$ cat src/rtl/serial_add_ctrl.sv
// rtl/serial_add_ctrl.sv - bit-serial WIDTH-bit adder sequencer driving one shared fullAdder cell, LSB first
// Optional build macro SERIAL_ADD_SUB_EN adds a sub input for two's-complement subtraction.
module serial_add_ctrl #(
  parameter int WIDTH = 8
) (
  input  logic             clk,
  input  logic             rst_n,
  input  logic             start,
  input  logic [WIDTH-1:0] op_a,
  input  logic [WIDTH-1:0] op_b,
  input  logic             c_in,
`ifdef SERIAL_ADD_SUB_EN
  input  logic             sub,
`endif
  output logic             busy,
  output logic             done,
  output logic [WIDTH-1:0] result,
  output logic             c_out,
  output logic             fa_a,
  output logic             fa_b,
  output logic             fa_cin,
  input  logic             fa_sum,
  input  logic             fa_cout
);

  localparam int CNT_W = $clog2(WIDTH);
  localparam logic [CNT_W-1:0] LAST = CNT_W'(WIDTH - 1);

  typedef enum logic [1:0] {IDLE, RUN, DONE} state_t;

  state_t           state, state_nxt;
  logic [WIDTH-1:0] a_sr, b_sr;
  logic             carry_q;
  logic [CNT_W-1:0] cnt;
  logic             last_bit;
  logic [WIDTH-1:0] b_load;
  logic             carry_load;

  assign last_bit = (cnt == LAST);

  // Subtraction is a + ~b + 1, so only the loaded operand and seed carry differ.
  always_comb begin
`ifdef SERIAL_ADD_SUB_EN
    b_load     = sub ? ~op_b : op_b;
    carry_load = sub ? 1'b1 : c_in;
`else
    b_load     = op_b;
    carry_load = c_in;
`endif
  end

  always_ff @(posedge clk or negedge rst_n) begin
    if (!rst_n) begin
      state <= IDLE;
    end else begin
      state <= state_nxt;
    end
  end

  always_comb begin
    state_nxt = state;
    case (state)
      IDLE:    if (start) state_nxt = RUN;
      RUN:     if (last_bit) state_nxt = DONE;
      DONE:    state_nxt = IDLE;
      default: state_nxt = IDLE;
    endcase
  end

  always_comb begin
    busy   = 1'b0;
    done   = 1'b0;
    fa_a   = 1'b0;
    fa_b   = 1'b0;
    fa_cin = 1'b0;
    case (state)
      RUN: begin
        busy   = 1'b1;
        fa_a   = a_sr[0];
        fa_b   = b_sr[0];
        fa_cin = carry_q;
      end
      DONE: begin
        busy = 1'b1;
        done = 1'b1;
      end
      default: ;
    endcase
  end

  // result is not cleared on start; WIDTH shifts fully overwrite it.
  always_ff @(posedge clk or negedge rst_n) begin
    if (!rst_n) begin
      a_sr    <= '0;
      b_sr    <= '0;
      carry_q <= 1'b0;
      cnt     <= '0;
      result  <= '0;
      c_out   <= 1'b0;
    end else begin
      case (state)
        IDLE: begin
          if (start) begin
            a_sr    <= op_a;
            b_sr    <= b_load;
            carry_q <= carry_load;
            cnt     <= '0;
          end
        end
        RUN: begin
          result  <= {fa_sum, result[WIDTH-1:1]};
          a_sr    <= {1'b0, a_sr[WIDTH-1:1]};
          b_sr    <= {1'b0, b_sr[WIDTH-1:1]};
          carry_q <= fa_cout;
          cnt     <= cnt + CNT_W'(1);
          if (last_bit) c_out <= fa_cout;
        end
        default: ;
      endcase
    end
  end

endmodule

$ cat config.mk
export PLATFORM = sky130hd
export DESIGN_NAME = serial_add_ctrl
export DESIGN_NICKNAME = d
export VERILOG_FILES = /design/src/rtl/serial_add_ctrl.sv
export SDC_FILE = /design/constraint.sdc
export NUM_CORES = 1
export LEC_CHECK = 0
export CORE_ASPECT_RATIO = 1.5
export CORE_UTILIZATION = 45
export DETAILED_ROUTE_END_ITERATION = 6
export PLACE_DENSITY = 0.76
export SETUP_SLACK_MARGIN = 0.05
export SLEW_MARGIN = 20
export SYNTH_ARGS = -nofsm -noshare
export SYNTH_HDL_FRONTEND = slang
export SYNTH_SLANG_ARGS = --single-unit
$ cat constraint.sdc
create_clock -name clk -period 1.4 [get_ports clk]
set_input_delay 0.14 -clock clk [delete_from_list [all_inputs] [get_ports clk]]
set_output_delay 0.14 -clock clk [all_outputs]
set_load 0.01 [all_outputs]
==> results of run 1 <==
-- cells by family after synthesis --
group / count (synthesis) / share of synthesized area (%)
AND/OR/NAND/NOR: 42 / 16.2
adder cells (fa/ha/maj): 5 / 3.94
buffers and inverters: 15 / 5.59
flip-flops: 31 / 48.9
AO/OA/AOI/OAI: 37 / 19.0
multiplexers: 9 / 6.38
-- per-layer routing --
layer	up-vias	track usage (%)	wire length, um	share of wire [%]
li1	635	-	-	-
met1	717	30.9	1810	39
met2	47	43.0	2470	54
met3	11	7.27	224	4.9
met4	0	12.0	104	2.3
met5	-	0	0	0
-- worst paths after layout --
check | startpoint | endpoint | slack [ns]
hold reg to reg | cnt[0] | cnt[0] | 0.49
min in group clk | op_b[4] | b_sr[4] | 0.44
setup / recovery | state[0] | b_sr[6] | -0.1
setup reg to reg | state[0] | b_sr[6] | -0.1
max in group asynchronous | rst_n | state[0] | 0.85
hold / removal | rst_n | b_sr[2] | 0.24
-- state kept, by name (all words and copies together) (netlist names) --
signal and cells:
a_sr 8, b_sr 8, c_out 1, carry_q 1, cnt 3, result 8, state 2
-- cells in the mapped netlist --
master and instances:
and2_1 3, and3_1 2, nor2_1 4, mux2_2 9, clkbuf_1 2, o21ai_0 3
nand3_1 8, o22a_1 10, inv_1 3, ha_1 5, o21ai_1 4, buf_2 5
nand4b_1 4, dfrtp_1 31, buf_6 3, or2b_1 4, nand2_1 4, nand2_2 1
buf_1 1, nor2b_2 1, a32o_1 2, nor3b_1 2, or3_1 1, nand3b_1 4
buf_4 1, nand2b_1 4, a21oi_1 7, o221a_1 11
-- power groups by stage --
stage               Clock (uW)  Combinational, uW  Sequential [uW]
floorplan                    0               1540             1630
global placement             0               2320             1620
detailed placement           0               2430             1660
CTS                        705               2980             1660
global route               751               3520             1740
finish                     702               3300             1690
-- per-stage QoR --
step / total power, uW / hold WS (ns) / cells / worst slack [ns]
after floorplan: 3160 / -0.156 / 139 / 0.0492
after global placement: 3940 / 0.482 / 219 / -0.191
after CTS: 5340 / 0.247 / 236 / -0.0702
after global routing: 6010 / 0.282 / 242 / -0.144
final: 5690 / 0.235 / 242 / -0.0975
after detailed placement: 4090 / 0.493 / 219 / -0.231
-- repair_timing --
action / in CTS / in global routing
gates cloned: 1 / 1
endpoints found under the setup margin: 37 / 39
endpoints found under the hold margin: 0 / 0
resized for setup: 51 / 28
setup buffers: 8 / 6
pin swaps: 7 / 5
-- cell usage in the layout, fill, tap and decap left out, types with 4 or more instances in the layout --
cell / instances
a21oi_2: 4
buf_12: 4
buf_4: 19
buf_6: 7
clkbuf_8: 5
clkdlybuf4s50_1: 21
dfrtp_1: 30
dlygate4sd2_1: 5
dlymetal6s2s_1: 4
mux2_4: 8
nand3_1: 7
nand3b_1: 4
nand4b_1: 4
o21ai_1: 6
o221a_1: 11
o22a_1: 10
or2b_1: 4
-- final cells by class --
| class | instances | area [um^2] |
|---|---|---|
| multi-input cells | 93 | 863 |
| clock inverters | 1 | 5.00 |
| inverters | 3 | 11.3 |
| fillers | 238 | 937 |
| flip-flops and latches | 31 | 777 |
| clock buffers | 7 | 76.3 |
| well taps | 42 | 52.6 |
| repair buffers | 65 | 661 |
==> out/metrics.yaml, run 1 <==
outcome:
  status: "finished with violations"
  violations: "setup timing"
critical_path:
  cp.required_ns: 1.58
  path_class: "register to register"
  crit_chain: "ha_4 > buf_6 > buf_12 > or3_1 > o221a_1"
  ff2ff_path_depth: 5
  cp_max_fo: 6
  crit_cells: 5
  cpPeakStageDelay_ns: 0.44
  arrival_ns: 1.68
  path_delay_family: "flip-flops"
  crit_slowest_cell: "dfrtp_2"
  start_kind: "register"
  end_kind: "register"
  critPathBufInv: 2
clock_tree:
  numCtsBuffers: 5
  h-tree-depth: 2
  clock_tree.root_cell: "clkbuf_8"
  cts_tree: "done"
  path_clk_slew_ns: 0.07
  clk_latency_ns: 0.30
  cts_hold_buf: 0
  clkSinkCount: 31
  clockBufferDepth: 2
timing:
  worstMarginPinSlew_ns: 0.401
  finalMaxSlewViolations: 0
  setup_viol: 22
  hold_violations: 0
  relSlewSlack_pct: 73.3
  finalCriticalPeriod_ns: 1.50
  finalClockSkew_ns: 0.00735
  fin_ws_ns: -0.0975
  tns_ns: -1.16
  rsz0062_at_grt: "yes"
  post-route-period-util_pct: 107
  clock.fmax_mhz: 668
placement:
  dp_hpwl_um: 2740
  portBuffers: 35
  place_area_mm2: 0.00203
  gp_congestion: 0.776
synthesis:
  synth_area_per_cell_um2: 11.4
  yosysSeqAreaShare_pct: 48.9
  syn_area_mm2: 0.00159
  synth-seq-cells: 31
  syn-instance-count: 139
  synthTopCellsByArea: "dfrtp_1 49%, o221a_1 7.8%, mux2_2 6.4%"
  synth.top_cell.area_share_pct: 48.9
  synthDistinctLibCells: 28
  yosysWarnings: 0
  syn-num-nets: 166
  yosysTopAreaCell: "dfrtp_1"
final_layout:
  num_antenna_cells: 0
  finish.utilization_pct: 72.3
  syn_to_final_growth_pct: 54.1
  nets: 226
  design_area_mm2: 0.00245
  drive_gt1_share_pct: 35.0
route:
  routed_wl_um: 4610
  viasPerCell: 5.83
  num_vias: 1410
  drt_iter0_markers: 61
  wl_per_cell_um: 19.0
  drc: 0
  drt-pass1-iter-count: 4
  drtAntennaViolNets: 0
hold_path:
  hold_path.class: "input port to async pin"
floorplan:
  num_rows: 26
  initial_utilization_pct: 46.9
  die_y_um: 74.8
  core_mm2: 0.00338
  ios: 36
  fp.dieW_um: 50.5
  die_area_mm2: 0.00377
power:
  power_leakage_uw: 0.00108
  internal-power_uw: 3590
  power.density_mw_per_mm2: 2330
  ir_drop_mv: 1.46
  combPwrFrac_pct: 58.0
  power_frac_seq_pct: 29.7
  p_switching_uw: 2100
  pwr-share-clk_pct: 12.3
  sw_frac_of_total_pct: 36.9
grt:
  antenna_found_initial: 0
  grt_max_degree: 32
  track_usage_pct: 25.8
  grt_pass1_vias: 1477
  grt.overflow.total: 0
  grt_pass1_wl_um: 7020
flow_run:
  drv_cap: 0
Power figures use the tool's default switching activity.
==> inputs of run 2 (changes only) <==
--- a/config.mk
+++ b/config.mk
@@ -5,10 +5,11 @@
 export SDC_FILE = /design/constraint.sdc
 export NUM_CORES = 1
 export LEC_CHECK = 0
+export ABC_AREA = 1
 export CORE_ASPECT_RATIO = 1.5
-export CORE_UTILIZATION = 45
+export CORE_UTILIZATION = 44
 export DETAILED_ROUTE_END_ITERATION = 6
-export PLACE_DENSITY = 0.76
+export PLACE_DENSITY = 0.75
 export SETUP_SLACK_MARGIN = 0.05
 export SLEW_MARGIN = 20
 export SYNTH_ARGS = -nofsm -noshare
==> run 2 against run 1 <==
Against the previous run:
- the flow now finishes without violations
- area after synthesis down 2.5%
- utilization decreased by 7.1 points
- largest power group unchanged
- sequential share of layout area up 3.4 points
- worst hold slack improved by 0.023 ns
- first-iteration DRC count down 21%
- critical path type unchanged
- total power is 20% lower
- critical endpoint is now state[0]
- synthesized cell count up 46%
- clock power up 11%
- via count increased by 0.50%
- global-route usage shrank 5.6 points
- routed wire length decreased by 20%
- final cell count is 21% higher
- highest routed layer unchanged
==> out/metrics.yaml, run 2 <==
outcome:
  status: "complete, no violations"
critical_path:
  cpPeakStageDelay_ns: 0.41
  crit_chain: "buf_6 > ha_4 > buf_8 > buf_8 > nand2_4 > nand2_2 > nand2_1 > nand2_1"
  crit_slowest_cell: "dfrtp_1"
  start_kind: "register"
  end_kind: "register"
  arrival_ns: 1.55
  path_class: "register to register"
  cp.required_ns: 1.58
  cp_max_fo: 11
final_layout:
  syn_to_final_growth_pct: 42.5
  top_regs: "a_sr x8, b_sr x8, result x8"
  final_common_cell: "nand2_1"
  num_antenna_cells: 0
  mostFrequentLayoutCells: "107 x nand2_1, 31 x dfrtp_1, 24 x nand3_1, 24 x clkdlybuf4s50_1, 8 x buf_6"
  drive_gt1_share_pct: 16.7
  fillers: 298
  seq_area_um2: 776
  final_cell_count_no_fill: 293
  finish.utilization_pct: 65.2
  nets: 277
  multi_input_area_um2: 749
timing:
  worstMarginPinSlew_ns: 0.405
  finalMaxSlewViolations: 0
  finalCriticalPeriod_ns: 1.37
  clock.fmax_mhz: 727
  whs_ns: 0.258
  post-route-period-util_pct: 98.2
  setup_viol: 0
  hold_violations: 0
  relSlewSlack_pct: 73.0
  rsz0062_at_grt: "yes"
  fin_ws_ns: 0.0254
  finalClockSkew_ns: 0.00798
route:
  drtAntennaViolNets: 0
  num_vias: 1417
  drc: 0
  wl_per_cell_um: 12.6
  drt_iter0_markers: 48
  viasPerCell: 4.84
  drt-pass1-iter-count: 4
  routed_wl_um: 3680
synthesis:
  synth-seq-cells: 31
  netlist_top_cells_count: "112 x nand2_1, 31 x dfrtp_1, 25 x nand3_1, 8 x inv_1, 6 x buf_2"
  synth_area_per_cell_um2: 7.62
  synthTopCellsByArea: "dfrtp_1 50%, nand2_1 27%, nand3_1 8.1%"
  ys.flop_type: "dfrtp_1"
  yosysSeqAreaShare_pct: 50.1
  syn_area_mm2: 0.00155
  syn-instance-count: 203
  yosysWarnings: 0
  synth.top_cell.area_share_pct: 50.1
  yosysTopAreaCell: "dfrtp_1"
  synthMostInstantiatedCell: "nand2_1"
  synth_edf_count: 0
  ys_async_sr_fraction_pct: 100
  synthDistinctLibCells: 14
  syn-num-nets: 230
placement:
  gp_congestion: 0.735
  dp_hpwl_um: 2230
  pre_cts_ws_ns: -0.118
  portBuffers: 35
  dp_cells: 282
power:
  report.power.total_uw: 4530
  pwr-share-clk_pct: 17.2
  p_switching_uw: 1800
  power.density_mw_per_mm2: 2060
  combPwrFrac_pct: 49.4
  internal-power_uw: 2730
  power_frac_seq_pct: 33.4
  power_leakage_uw: 0.00122
  ir_drop_mv: 1.26
  sw_frac_of_total_pct: 39.8
grt:
  grt_max_degree: 32
  track_usage_pct: 20.3
  grt_pass1_vias: 1238
  antenna_found_initial: 0
  grt.overflow.total: 0
  grt_pass1_wl_um: 5530
floorplan:
  die_y_um: 74.6
  fp.dieW_um: 50.4
  num_rows: 26
  ios: 36
  core_mm2: 0.00338
  initial_utilization_pct: 45.7
  die_area_mm2: 0.00376
hold_path:
  hold_path.class: "input port to async pin"
clock_tree:
  numCtsBuffers: 5
  clkSinkCount: 31
  path_clk_slew_ns: 0.07
  clockBufferDepth: 2
  cts_tree: "done"
  clk_latency_ns: 0.29
  h-tree-depth: 2
  clock_tree.root_cell: "clkbuf_8"
flow_run:
  drv_cap: 0
==> run 2: cell types whose count changed after synthesis, sizes merged, moves of 7 or more <==
cell	previous run	this run
o221a	11	0
mux2	9	0
inv	3	10
nand3	8	25
o22a	10	0
nand2	5	115
a21oi	7	0
==> run 2: cell type report <==
type / instances / share of cell area [%]
Multi-Input combinational cell: 152 / 34.0
Clock buffer: 8 / 4.54
Timing Repair Buffer: 50 / 21.9
Inverter: 10 / 2.04
Sequential cell: 31 / 35.2
Tap cell: 42 / 2.38
==> run 2: final timing paths <==
check,from,to,slack [ns],depth (start not counted)
setup / recovery,state[0],state[0],0.03,8
hold / removal,rst_n,b_sr[3],0.26,2
setup reg to reg,state[0],state[0],0.03,8
hold reg to reg,result[0],result[0],0.48,2
max in group asynchronous,rst_n,a_sr[7],0.84,2
min in group clk,fa_sum,result[7],0.42,3
==> run 2: cell families after synthesis <==
group	share of synthesized area, %
and+or+nand+nor	37.8
DFF	50.1
buffers and inverters	7.03
adders and majority gates	4.04
AOI/OAI and AO/OA	0.970
==> run 2: metal layers <==
layer  wire [um]  vias to the layer above  GRT usage (%)
met4          76                        0           10.2
met3         132                        6           5.45
met2        1940                       32           33.8
met1        1530                      653           24.1
li1            -                      726              -
met5           0                        -              0
==> run 2: stage by stage <==
stage,TNS [ns],instance area (um^2)
detailed placement,-1.92,1980
floorplan,0,1550
CTS,0,2100
global route,-0.0398,2210
finish,0,2210
global placement,-0.675,1980
==> run 2: power groups by stage <==
stage          clock [uW]  sequential, uW  combinational (uW)
6_report              782            1510                2240
5_1_grt               831            1560                2490
4_1_cts               797            1500                1960
3_5_place_dp            0            1520                1910
3_3_place_gp            0            1510                1880
2_1_floorplan           0            1520                1220
==> run 2: what timing repair did <==
action	in CTS	in global routing
hold buffers	0	0
resized for setup	34	24
endpoints found under the setup margin	38	28
buffers inserted	1	0
pin swaps	1	0
cloned	0	2
==> run 2: critical path: cells and delay by family (launching register included) <==
family,cells,cell delay (ns)
simple gates,4,0.25
flops,1,0.41
buf+inv,3,0.43
fa+ha+maj,1,0.17
==> inputs of run 3 (changes only) <==
--- a/config.mk
+++ b/config.mk
@@ -8,6 +8,7 @@
 export ABC_AREA = 1
 export CORE_ASPECT_RATIO = 1.5
 export CORE_UTILIZATION = 44
+export CTS_BUF_LIST = sky130_fd_sc_hd__clkbuf_16
 export DETAILED_ROUTE_END_ITERATION = 6
 export PLACE_DENSITY = 0.75
 export SETUP_SLACK_MARGIN = 0.05
==> run 3 against run 2 <==
Against the previous run:
- flip-flop and latch count is the same
- clock power grew 29%
- total power grew 4.8%
- global-route usage shrank 0.086 points
- critical path type is now register to output port
- register-to-register slack gained 0.02 ns
- first-iteration DRC count shrank 33%
- via count grew 0.64%
- worst hold slack gained 0.017 ns
- final area grew 1.6%
- setup slack gained 0.012 ns
- clock-buffer cell count shrank 3
- critical path depth shrank 5
==> out/metrics.yaml, run 3 (synthesis gave the netlist of run 2 again) <==
final_layout:
  mostFrequentLayoutCells: "110 x nand2_1, 31 x dfrtp_1, 26 x clkdlybuf4s50_1"
  syn_to_final_growth_pct: 44.9
  final_common_cell: "nand2_1"
  seq_area_um2: 776
  top_regs: "a_sr x8, b_sr x8, result x8"
  multi_input_area_um2: 712
  num_antenna_cells: 0
  drive_gt1_share_pct: 14.7
  fillers: 290
  finish.utilization_pct: 66.3
  nets: 278
route:
  drt-pass1-iter-count: 4
  drtAntennaViolNets: 0
  viasPerCell: 4.85
  routed_wl_um: 3550
  wl_per_cell_um: 12.1
  drc: 0
  drt_iter0_markers: 32
  num_vias: 1426
timing:
  finalMaxSlewViolations: 0
  setup_viol: 0
  post-route-period-util_pct: 97.3
  whs_ns: 0.275
  relSlewSlack_pct: 72.1
  finalCriticalPeriod_ns: 1.36
  rsz0062_at_grt: "yes"
  finalClockSkew_ns: 0.00540
  clock.fmax_mhz: 734
  hold_violations: 0
  fin_ws_ns: 0.0375
  worstMarginPinSlew_ns: 0.419
clock_tree:
  clock_tree.root_cell: "clkbuf_16"
  path_clk_slew_ns: 0.05
  numCtsBuffers: 5
  clkSinkCount: 31
  clk_latency_ns: 0.28
  h-tree-depth: 2
  clockBufferDepth: 2
  cts_tree: "done"
  cts_hold_buf: 0
floorplan:
  core_mm2: 0.00338
  die_y_um: 74.6
  num_rows: 26
  initial_utilization_pct: 45.7
  die_area_mm2: 0.00376
  fp.dieW_um: 50.4
  ios: 36
power:
  power.density_mw_per_mm2: 2120
  ir_drop_mv: 1.32
  report.power.total_uw: 4750
  power_leakage_uw: 0.00125
grt:
  antenna_found_initial: 0
  grt_max_degree: 32
  track_usage_pct: 20.2
  grt_pass1_wl_um: 5510
  grt_pass1_vias: 1234
  grt.overflow.total: 0
critical_path:
  start_kind: "register"
  crit_slowest_cell: "dfrtp_1"
  cp_max_fo: 3
  cpPeakStageDelay_ns: 0.39
  crit_chain: "inv_1 > ha_1 > clkdlybuf4s15_2"
  end_kind: "output port"
  path_class: "register to output port"
  cp.required_ns: 1.26
  arrival_ns: 1.22
hold_path:
  hold_path.class: "input port to async pin"
placement:
  gp_congestion: 0.735
  portBuffers: 35
  pre_cts_ws_ns: -0.118
  dp_hpwl_um: 2230
flow_run:
  drv_cap: 0
outcome:
  status: "complete, no violations"
run 3: cell types whose count changed in the layout (fill, tap and decap cells not counted), sizes merged:
cell	change
clkbuf	-3
clkdlybuf4s50	+2
nand2	-1
dlygate4sd2	-4
clkdlybuf4s15	+1
buf	+1
dlymetal6s2s	+2
clkinv	+3
run 3: worst max-delay path: cells and delay by family, from the launching register on:
kind                     cells  cell delay [ns]
adder cells (fa/ha/maj)      1             0.22
buffers and inverters        2             0.33
flip-flops                   1             0.39
run 3: power by group:
| group | internal [uW] | leakage, uW | switching [uW] |
|---|---|---|---|
| clock network | 638 | 0.0000701 | 371 |
| logic | 1050 | 0.000792 | 1190 |
| registers | 1280 | 0.000393 | 223 |
run 3: worst paths after layout:
path | from | end | slack [ns] | depth (start not counted)
setup / recovery | state[0] | done | 0.04 | 3
hold / removal | rst_n | b_sr[3] | 0.27 | 2
setup reg to reg | state[0] | state[0] | 0.05 | 8
hold reg to reg | result[0] | result[0] | 0.47 | 2
max in group asynchronous | rst_n | state[1] | 0.81 | 2
min in group clk | fa_sum | result[7] | 0.43 | 3
run 3: cell type report:
cell class	instances	share of cell area [%]
Multi-Input combinational cell	151	31.8
Sequential cell	31	34.6
Clock buffer	5	5.58
Inverter	10	2.23
Tap cell	42	2.34
Clock inverter	3	0.502
Timing Repair Buffer	52	23.0
run 3: per-stage QoR:
stage	TNS, ns	cells	cell area, um^2
finish	0	294	2240
global route	-0.00470	294	2240
CTS	0	291	2150
detailed placement	-1.92	282	1980
global placement	-0.675	282	1980
floorplan	0	203	1550
run 3: layer usage:
metal / wire length, um / share of wire [%] / global-route usage (%)
met5: 0 / 0 / 0
met3: 137 / 3.9 / 5.45
met4: 71 / 2.0 / 9.26
met1: 1540 / 43 / 24.5
met2: 1800 / 51 / 33.5
run 3: what timing repair did:
item,in CTS,in global routing
endpoints found under the setup margin,34,31
pin swaps,1,1
resized for setup,30,16
setup buffers,1,3
